==> src/rtl/spi_trace_tap.sv <==
// SPI probe front end for the logic-analyzer core: synchronizes the SPI pins,
// deserializes MOSI bytes and produces a 6-bit trace word plus a one-shot trigger.
module spi_trace_tap #(
    parameter logic [7:0] MATCH_BYTE  = 8'hA5,
    parameter int         SYNC_STAGES = 2
) (
    input  logic       clk_i,
    input  logic       reset_i,
    input  logic       spi_sclk_i,
    input  logic       spi_cs_n_i,
    input  logic       spi_mosi_i,
    input  logic       spi_miso_i,
    input  logic       arm_i,
    output logic [5:0] trace_dout_o,
    output logic       trigger_out_o,
    output logic       trigger_en_o,
    output logic       byte_valid_o,
    output logic [7:0] byte_data_o
);

    typedef enum logic {IDLE, SHIFT} state_t;

    // Pin vector order {miso, mosi, cs_n, sclk}; idle level has only cs_n high.
    localparam logic [3:0] PIN_IDLE = 4'b0010;

    logic [3:0] pins_raw;
    logic [3:0] sync_q [SYNC_STAGES];
    logic       sclk_s, cs_n_s, mosi_s, miso_s;
    logic       sclk_d_q;
    logic       sclk_rise;

    state_t     state_q, state_d;
    logic [2:0] bit_cnt_q, bit_cnt_d;
    logic [7:0] shreg_q, shreg_d;
    logic       byte_valid_q, byte_valid_d;
    logic [7:0] byte_data_q, byte_data_d;
    logic       match_q, match_d;
    logic       armed_q, armed_d;
    logic [5:0] trace_q, trace_d;
    logic       trigger;

    assign pins_raw = {spi_miso_i, spi_mosi_i, spi_cs_n_i, spi_sclk_i};

    always_ff @(posedge clk_i or posedge reset_i) begin
        if (reset_i) begin
            for (int i = 0; i < SYNC_STAGES; i++) begin
                sync_q[i] <= PIN_IDLE;
            end
            sclk_d_q <= 1'b0;
        end else begin
            sync_q[0] <= pins_raw;
            for (int i = 1; i < SYNC_STAGES; i++) begin
                sync_q[i] <= sync_q[i-1];
            end
            sclk_d_q <= sclk_s;
        end
    end

    assign sclk_s    = sync_q[SYNC_STAGES-1][0];
    assign cs_n_s    = sync_q[SYNC_STAGES-1][1];
    assign mosi_s    = sync_q[SYNC_STAGES-1][2];
    assign miso_s    = sync_q[SYNC_STAGES-1][3];
    assign sclk_rise = sclk_s & ~sclk_d_q;

    always_ff @(posedge clk_i or posedge reset_i) begin
        if (reset_i) begin
            state_q <= IDLE;
        end else begin
            state_q <= state_d;
        end
    end

    always_comb begin
        state_d = state_q;
        case (state_q)
            IDLE:    if (!cs_n_s) state_d = SHIFT;
            SHIFT:   if (cs_n_s)  state_d = IDLE;
            default: state_d = IDLE;
        endcase
    end

    // Deassertion of cs_n takes priority over a coincident sclk edge.
    always_comb begin
        bit_cnt_d    = bit_cnt_q;
        shreg_d      = shreg_q;
        byte_valid_d = 1'b0;
        byte_data_d  = byte_data_q;
        match_d      = 1'b0;
        if (state_q == IDLE || cs_n_s) begin
            bit_cnt_d = 3'd0;
        end else if (sclk_rise) begin
            shreg_d   = {shreg_q[6:0], mosi_s};
            bit_cnt_d = bit_cnt_q + 3'd1;
            if (bit_cnt_q == 3'd7) begin
                byte_valid_d = 1'b1;
                byte_data_d  = {shreg_q[6:0], mosi_s};
                match_d      = ({shreg_q[6:0], mosi_s} == MATCH_BYTE);
            end
        end
    end

    assign trigger = match_q & armed_q;
    assign armed_d = arm_i | (armed_q & ~trigger);
    assign trace_d = {match_q, byte_valid_q, miso_s, mosi_s, cs_n_s, sclk_s};

    always_ff @(posedge clk_i or posedge reset_i) begin
        if (reset_i) begin
            bit_cnt_q    <= 3'd0;
            shreg_q      <= 8'h00;
            byte_valid_q <= 1'b0;
            byte_data_q  <= 8'h00;
            match_q      <= 1'b0;
            armed_q      <= 1'b0;
            trace_q      <= 6'b000010;
        end else begin
            bit_cnt_q    <= bit_cnt_d;
            shreg_q      <= shreg_d;
            byte_valid_q <= byte_valid_d;
            byte_data_q  <= byte_data_d;
            match_q      <= match_d;
            armed_q      <= armed_d;
            trace_q      <= trace_d;
        end
    end

    assign trace_dout_o  = trace_q;
    assign trigger_out_o = trigger;
    assign trigger_en_o  = armed_q;
    assign byte_valid_o  = byte_valid_q;
    assign byte_data_o   = byte_data_q;

endmodule
==> config.mk <==
export PLATFORM = sky130hd
export DESIGN_NAME = spi_trace_tap
export DESIGN_NICKNAME = d
export VERILOG_FILES = /design/src/rtl/spi_trace_tap.sv
export SDC_FILE = /design/constraint.sdc
export NUM_CORES = 1
export LEC_CHECK = 0
export BUFFER_PORTS_ARGS = -buffer_cell sky130_fd_sc_hd__buf_4
export CORE_UTILIZATION = 50
export CTS_CLUSTER_SIZE = 24
export DETAILED_ROUTE_END_ITERATION = 10
export MAX_ROUTING_LAYER = met4
export PLACE_DENSITY_LB_ADDON = 0.12
export SYNTH_ARGS = -nofsm -noshare
export SYNTH_HDL_FRONTEND = slang
export SYNTH_SLANG_ARGS = --single-unit
==> constraint.sdc <==
create_clock -name clk_i -period 3.1 [get_ports clk_i]
set_input_delay 0.155 -clock clk_i [delete_from_list [all_inputs] [get_ports clk_i]]
set_output_delay 0.155 -clock clk_i [all_outputs]
set_load 0.02 [all_outputs]
* Word level (Yosys, flattened, before mapping)
Index checks and enable logic that the tools add are counted.
** Operators by class
- Add/sub/neg operators :: 1
- Equal/unequal tests :: 2
- Muxes and demuxes :: 9
- Bitwise logic cells :: 8
- Reduce and logical (&&, ||, !) cells :: 4
** Operators with widths (number)
- $eq 8x8->1 const B :: 1
- $mux 1 :: 7
- $mux 3 :: 2
- $not 1->1 :: 4
- $add 3x1->3 const B :: 1
- $and 1x1->1 :: 3
- $eq 3x3->1 const B :: 1
- $reduce_and 3->1 :: 1
- $reduce_and 2->1 :: 1
- $reduce_bool 2->1 :: 1
- $logic_or 1x1->1 :: 1
- $or 1x1->1 :: 1
** Storage, ports and cells
- Bits in registers :: 37
- Input bits :: 7
- Output and inout port bits :: 17
- Word-level logic and storage cells :: 35

* Logic depth before layout (Yosys ltp)
- Word-level depth :: 4
- Mapped depth :: 4
- Depth with buffers taken out :: 4

* Worst setup path after synthesis
Ideal clock, no wire load.
- Path kind :: reg-to-reg
- From :: register sync_q (netlist bit cs_n_s)
- To :: register byte_data_q[0], in the netlist byte_data_o[0]
- Setup time :: 0.125 ns
- Data arrival time :: 1.266 ns
- Required time :: 2.975 ns
- Slack :: 1.709 ns
- Stages on the path, launching flop included :: 5
- Buffers on the path :: 1
- Clock period less this slack :: 1.391 ns
- Cells stage by stage :: dfstp_2 -> and4bb_1 -> buf_6 -> nand2_8 -> mux2_4
** On the way
- Longest elaborated chain between the ends :: 3
** Ends and longest elaborated chain
- start: declaration :: RTL line 27 : logic [3:0] sync_q [SYNC_STAGES];
- start signal: indexed assignment :: RTL line 53 : sync_q[i] <= sync_q[i-1];
- $logic_or 1x1->1 :: RTL line 89 : if (state_q == IDLE || cs_n_s) begin
- $not 1->1 (no line)
- $reduce_and 3->1 (no line)
- end signal: assignment :: RTL line 119 : byte_data_q <= byte_data_d;
- end: declaration :: RTL line 36 : logic [7:0] byte_data_q, byte_data_d;
Every way passes these cells.
A chain may end at the register's enable or synchronous reset.

==> results.env <==
MOST_COMMON_CELL_AFTER_LAYOUT_FILL_AND_TAPS_ASIDE='dfrtp_1'
FINAL_UTIL_PCT=69.7
CLK_PIN_SLEW_WORST_PATHS_NS=0.10
CRITICAL_PATH_ARRIVAL_NS=1.81
FLOORPLAN.INITIALDENSITY_PCT=55.3
WORST-PATH-MAX-FANOUT=10
MULTI_INPUT_COMB_AREA_SQ_UM=344
PLACE.GP.CONGESTION=0.744
POWER_FRAC_CLOCK_PCT=34.4
PLACEMENT_ROW_COUNT=17
P_LEAK_nW=0.829
DETAILROUTE.VIA_COUNT=644
SYNTH.FF_LATCH_COUNT=36
POST_CTS_RESIZE_COUNT=0
HTREE_NUM_LEVELS=2
GRT_FIRST_PASS_WIRELENGTH_UM=2890
SLEW_HEADROOM_PCT=56.3
POWER_DENSITY_mW_PER_MM2=562
TIMING.FMAX_GHz=0.630
MAPPEDNETLISTAREA_SQ_MM=0.00128
SETUP_TNS_NS=0
HOLD_VIOL_FINAL=0
RUN_STATUS='completed'
P_SW_W=0.000196
INTPOWER_W=0.000712
NETS=118
FLOORPLAN.DIE.HEIGHT_UM=52.6
MIN_PERIOD_OVER_PERIOD_PCT=51.2
AREA_DELTA_SYNTH_FINAL_PCT=26.0
CP.REQUIRED_NS=3.32
TOTAL_POWER_W=0.000908
INPUT_OUTPUT_BUFFERS=23
POST-CTS-SETUP-BUFFERS=0
MAX_CAP_VIOL_COUNT=0
GRT_ANTENNA_BEFORE_REPAIR=0
POST-ROUTE-DRC-COUNT=0
SYNTH_SEQUENTIAL_AREA_RATIO_PCT=70.5
ROUTE.DETAILED.VIAS_PER_INST=4.67
POSTSYNTHCELLCOUNT=74
WORST_SETUP_EP_TYPE='register'
POST_SYNTH_NUM_CELL_TYPES=20
POSTSYNTHNETCOUNT=83
ANT_NETS=0
POWER.SWITCHING_FRACTION_PCT=21.6
HPWL_UM=1300
MIN_PERIOD_NS=1.59
CTS_TREE='built'
SETUP_VIOL_COUNT_FINAL=0
START_KIND='register'
ROUTEDWLPERCELL_UM=13.1
FINAL_MAX_SLEW_VIOL_COUNT=0
FRACTION_OF_FINAL_LAYOUT_CELLS_WITH_DRIVE_STRENGTH_GREATER_THAN_1_PCT=45.5
SHARE_COMB_OF_TOTAL_POWER_PCT=7.0
TIMING.HOLD.WS_NS=0.356
FLOORPLAN.DIE_AREA_SQ_MM=0.00277
CTS.SINKS=36
TIGHTESTPINTRANSITION_NS=0.655
CLOCK_TREE.BUFFER_DEPTH=2
NUMPLACEDINSTANCES=124
YOSYSWARNINGCOUNT=0
ROUTED_WL_UM=1810
GRT_PASS1_VIAS=602
DRT_ITER0_DRC=1
SEQCELLAREA_SQ_UM=905
WORSTSETUPPATHTYPE='reg2reg'
DESIGN.CORE.AREA_SQ_MM=0.00232
WORST_MIN_DELAY_PATH_CATEGORY='reg2reg'
FIRSTDRTPASSITERS=3
GRT_MAX_DEGREE=20
CTSROOTBUFFERMASTER='clkbuf_4'
MOST-COMMON-LAYOUT-CELLS='33 x dfrtp_1, 24 x buf_4, 8 x mux2_4'
DIE_WIDTH_UM=52.6
N_ANTENNA_CELL=0
GRT_OVERFLOW=0
GLOBALROUTETOTALUTIL_PCT=16.4
INSERTION_DELAY_NS=0.33
SHARE_OF_POWER_BURNED_IN_REGISTERS_PCT=58.6
TRITONCTS.NUM_BUFFERS=5
POSTSYNTHAREAPERCELL_SQ_UM=17.3
FILLCELLCOUNT=154
FINAL-INSTANCE-COUNT-EXCL-FILL=138
TOTAL_I_O_PIN_COUNT=24
FINALCLOCKSKEW_NS=0.00413
MAX-VDD-IR-DROP_uV=344
RSZ_0062_RAISED_AFTER_GLOBAL_ROUTING='false'
timing repair:
action / CTS / global route
endpoints found under the setup margin: 0 / 0
hold buffers: 5 / 1
hold endpoints to repair: 19 / 1
worst max-delay path, stage by stage (launching register included):
cell and delay, ns:
dfrtp_1 0.42, and4bb_1 0.59, nand2_8 0.15, mux2_4 0.32
synth_stat cells (all sizes together):
library cell,n,area (sq um)
mux2i,2,20.0
nor2b,1,6.26
dfstp,3,78.8
nor2,3,11.3
mux2,15,199
or4b,1,10.0
ha,2,25.0
and4bb,1,12.5
nor3,1,5.00
a21o,1,7.51
dfrtp,33,826
buf,2,18.8
nand4b,1,8.76
xnor2,1,8.76
nand2,2,23.8
inv,4,15.0
and2,1,6.26
flip-flops by register name, indices dropped and copies added, names as in the netlist:
signal and flops:
bit_cnt_q 3, byte_data_o 8, byte_valid_o 1, cs_n_s 1, match_q 1, miso_s 1, mosi_s 1, sclk_s 1
shreg_q 7, state_q 1, sync_q 4, trace_dout_o 6, trigger_en_o 1
area by class of cell:
| class | count | share of cell area, % |
|---|---|---|
| inverter | 4 | 0.930 |
| multi-input combinational | 32 | 21.3 |
| clock buffer | 6 | 2.56 |
| timing repair buffer | 30 | 14.9 |
| clock inverter | 2 | 2.17 |
| sequential | 36 | 56.0 |
| tap | 28 | 2.17 |
routing by layer:
metal	part of all wire, %	vias to the layer above	GRT usage [%]
met5	0	-	-
met1	51	304	22.6
met3	5.5	5	7.83
li1	-	316	-
met4	1.4	0	7.89
met2	42	19	20.0
cell families (layout without fill, tap and decap cells):
family          after synthesis  after routing  share of synthesized area [%]
simple gates                 11             11                           6.54
compound gates                1              1                          0.586
buf+inv                       6             42                           2.63
fa+ha+maj                     2              2                           1.95
mux                          17             17                           17.1
flops                        36             36                           70.5
xor+xnor                      1              1                          0.683
metrics by stage:
step / setup WS [ns] / instance area, sq um
after floorplan: 1.71 / 1280
after global placement: 1.56 / 1480
after detailed placement: 1.52 / 1480
after CTS: 1.50 / 1610
after global routing: 1.44 / 1620
final: 1.51 / 1620
power by group through the flow:
stage | Clock (W) | Combinational, W | Sequential [W]
6_report | 0.000313 | 0.0000638 | 0.000532
5_1_grt | 0.000343 | 0.0000702 | 0.000537
4_1_cts | 0.000323 | 0.0000642 | 0.000532
3_5_place_dp | 0 | 0.0000593 | 0.000541
3_3_place_gp | 0 | 0.0000588 | 0.000540
2_1_floorplan | 0 | 0.0000418 | 0.000535
worst paths after layout:
check	slack, ns	cells after the start	startpoint	to
max	1.51	3	trace_dout_o[0]$_DFF_PP0_	byte_data_o[2]$_DFFE_PP0P_
min	0.36	0	miso_s$_DFF_PP0_	trace_dout_o[3]$_DFF_PP0_
max reg2reg	1.51	3	trace_dout_o[0]$_DFF_PP0_	byte_data_o[2]$_DFFE_PP0P_
min reg2reg	0.36	0	miso_s$_DFF_PP0_	trace_dout_o[3]$_DFF_PP0_
max in group asynchronous	1.94	4	reset_i	bit_cnt_q[1]$_DFFE_PP0P_
min in group asynchronous	0.48	3	reset_i	shreg_q[6]$_DFFE_PP0P_
(Power assumes the default switching activity.)
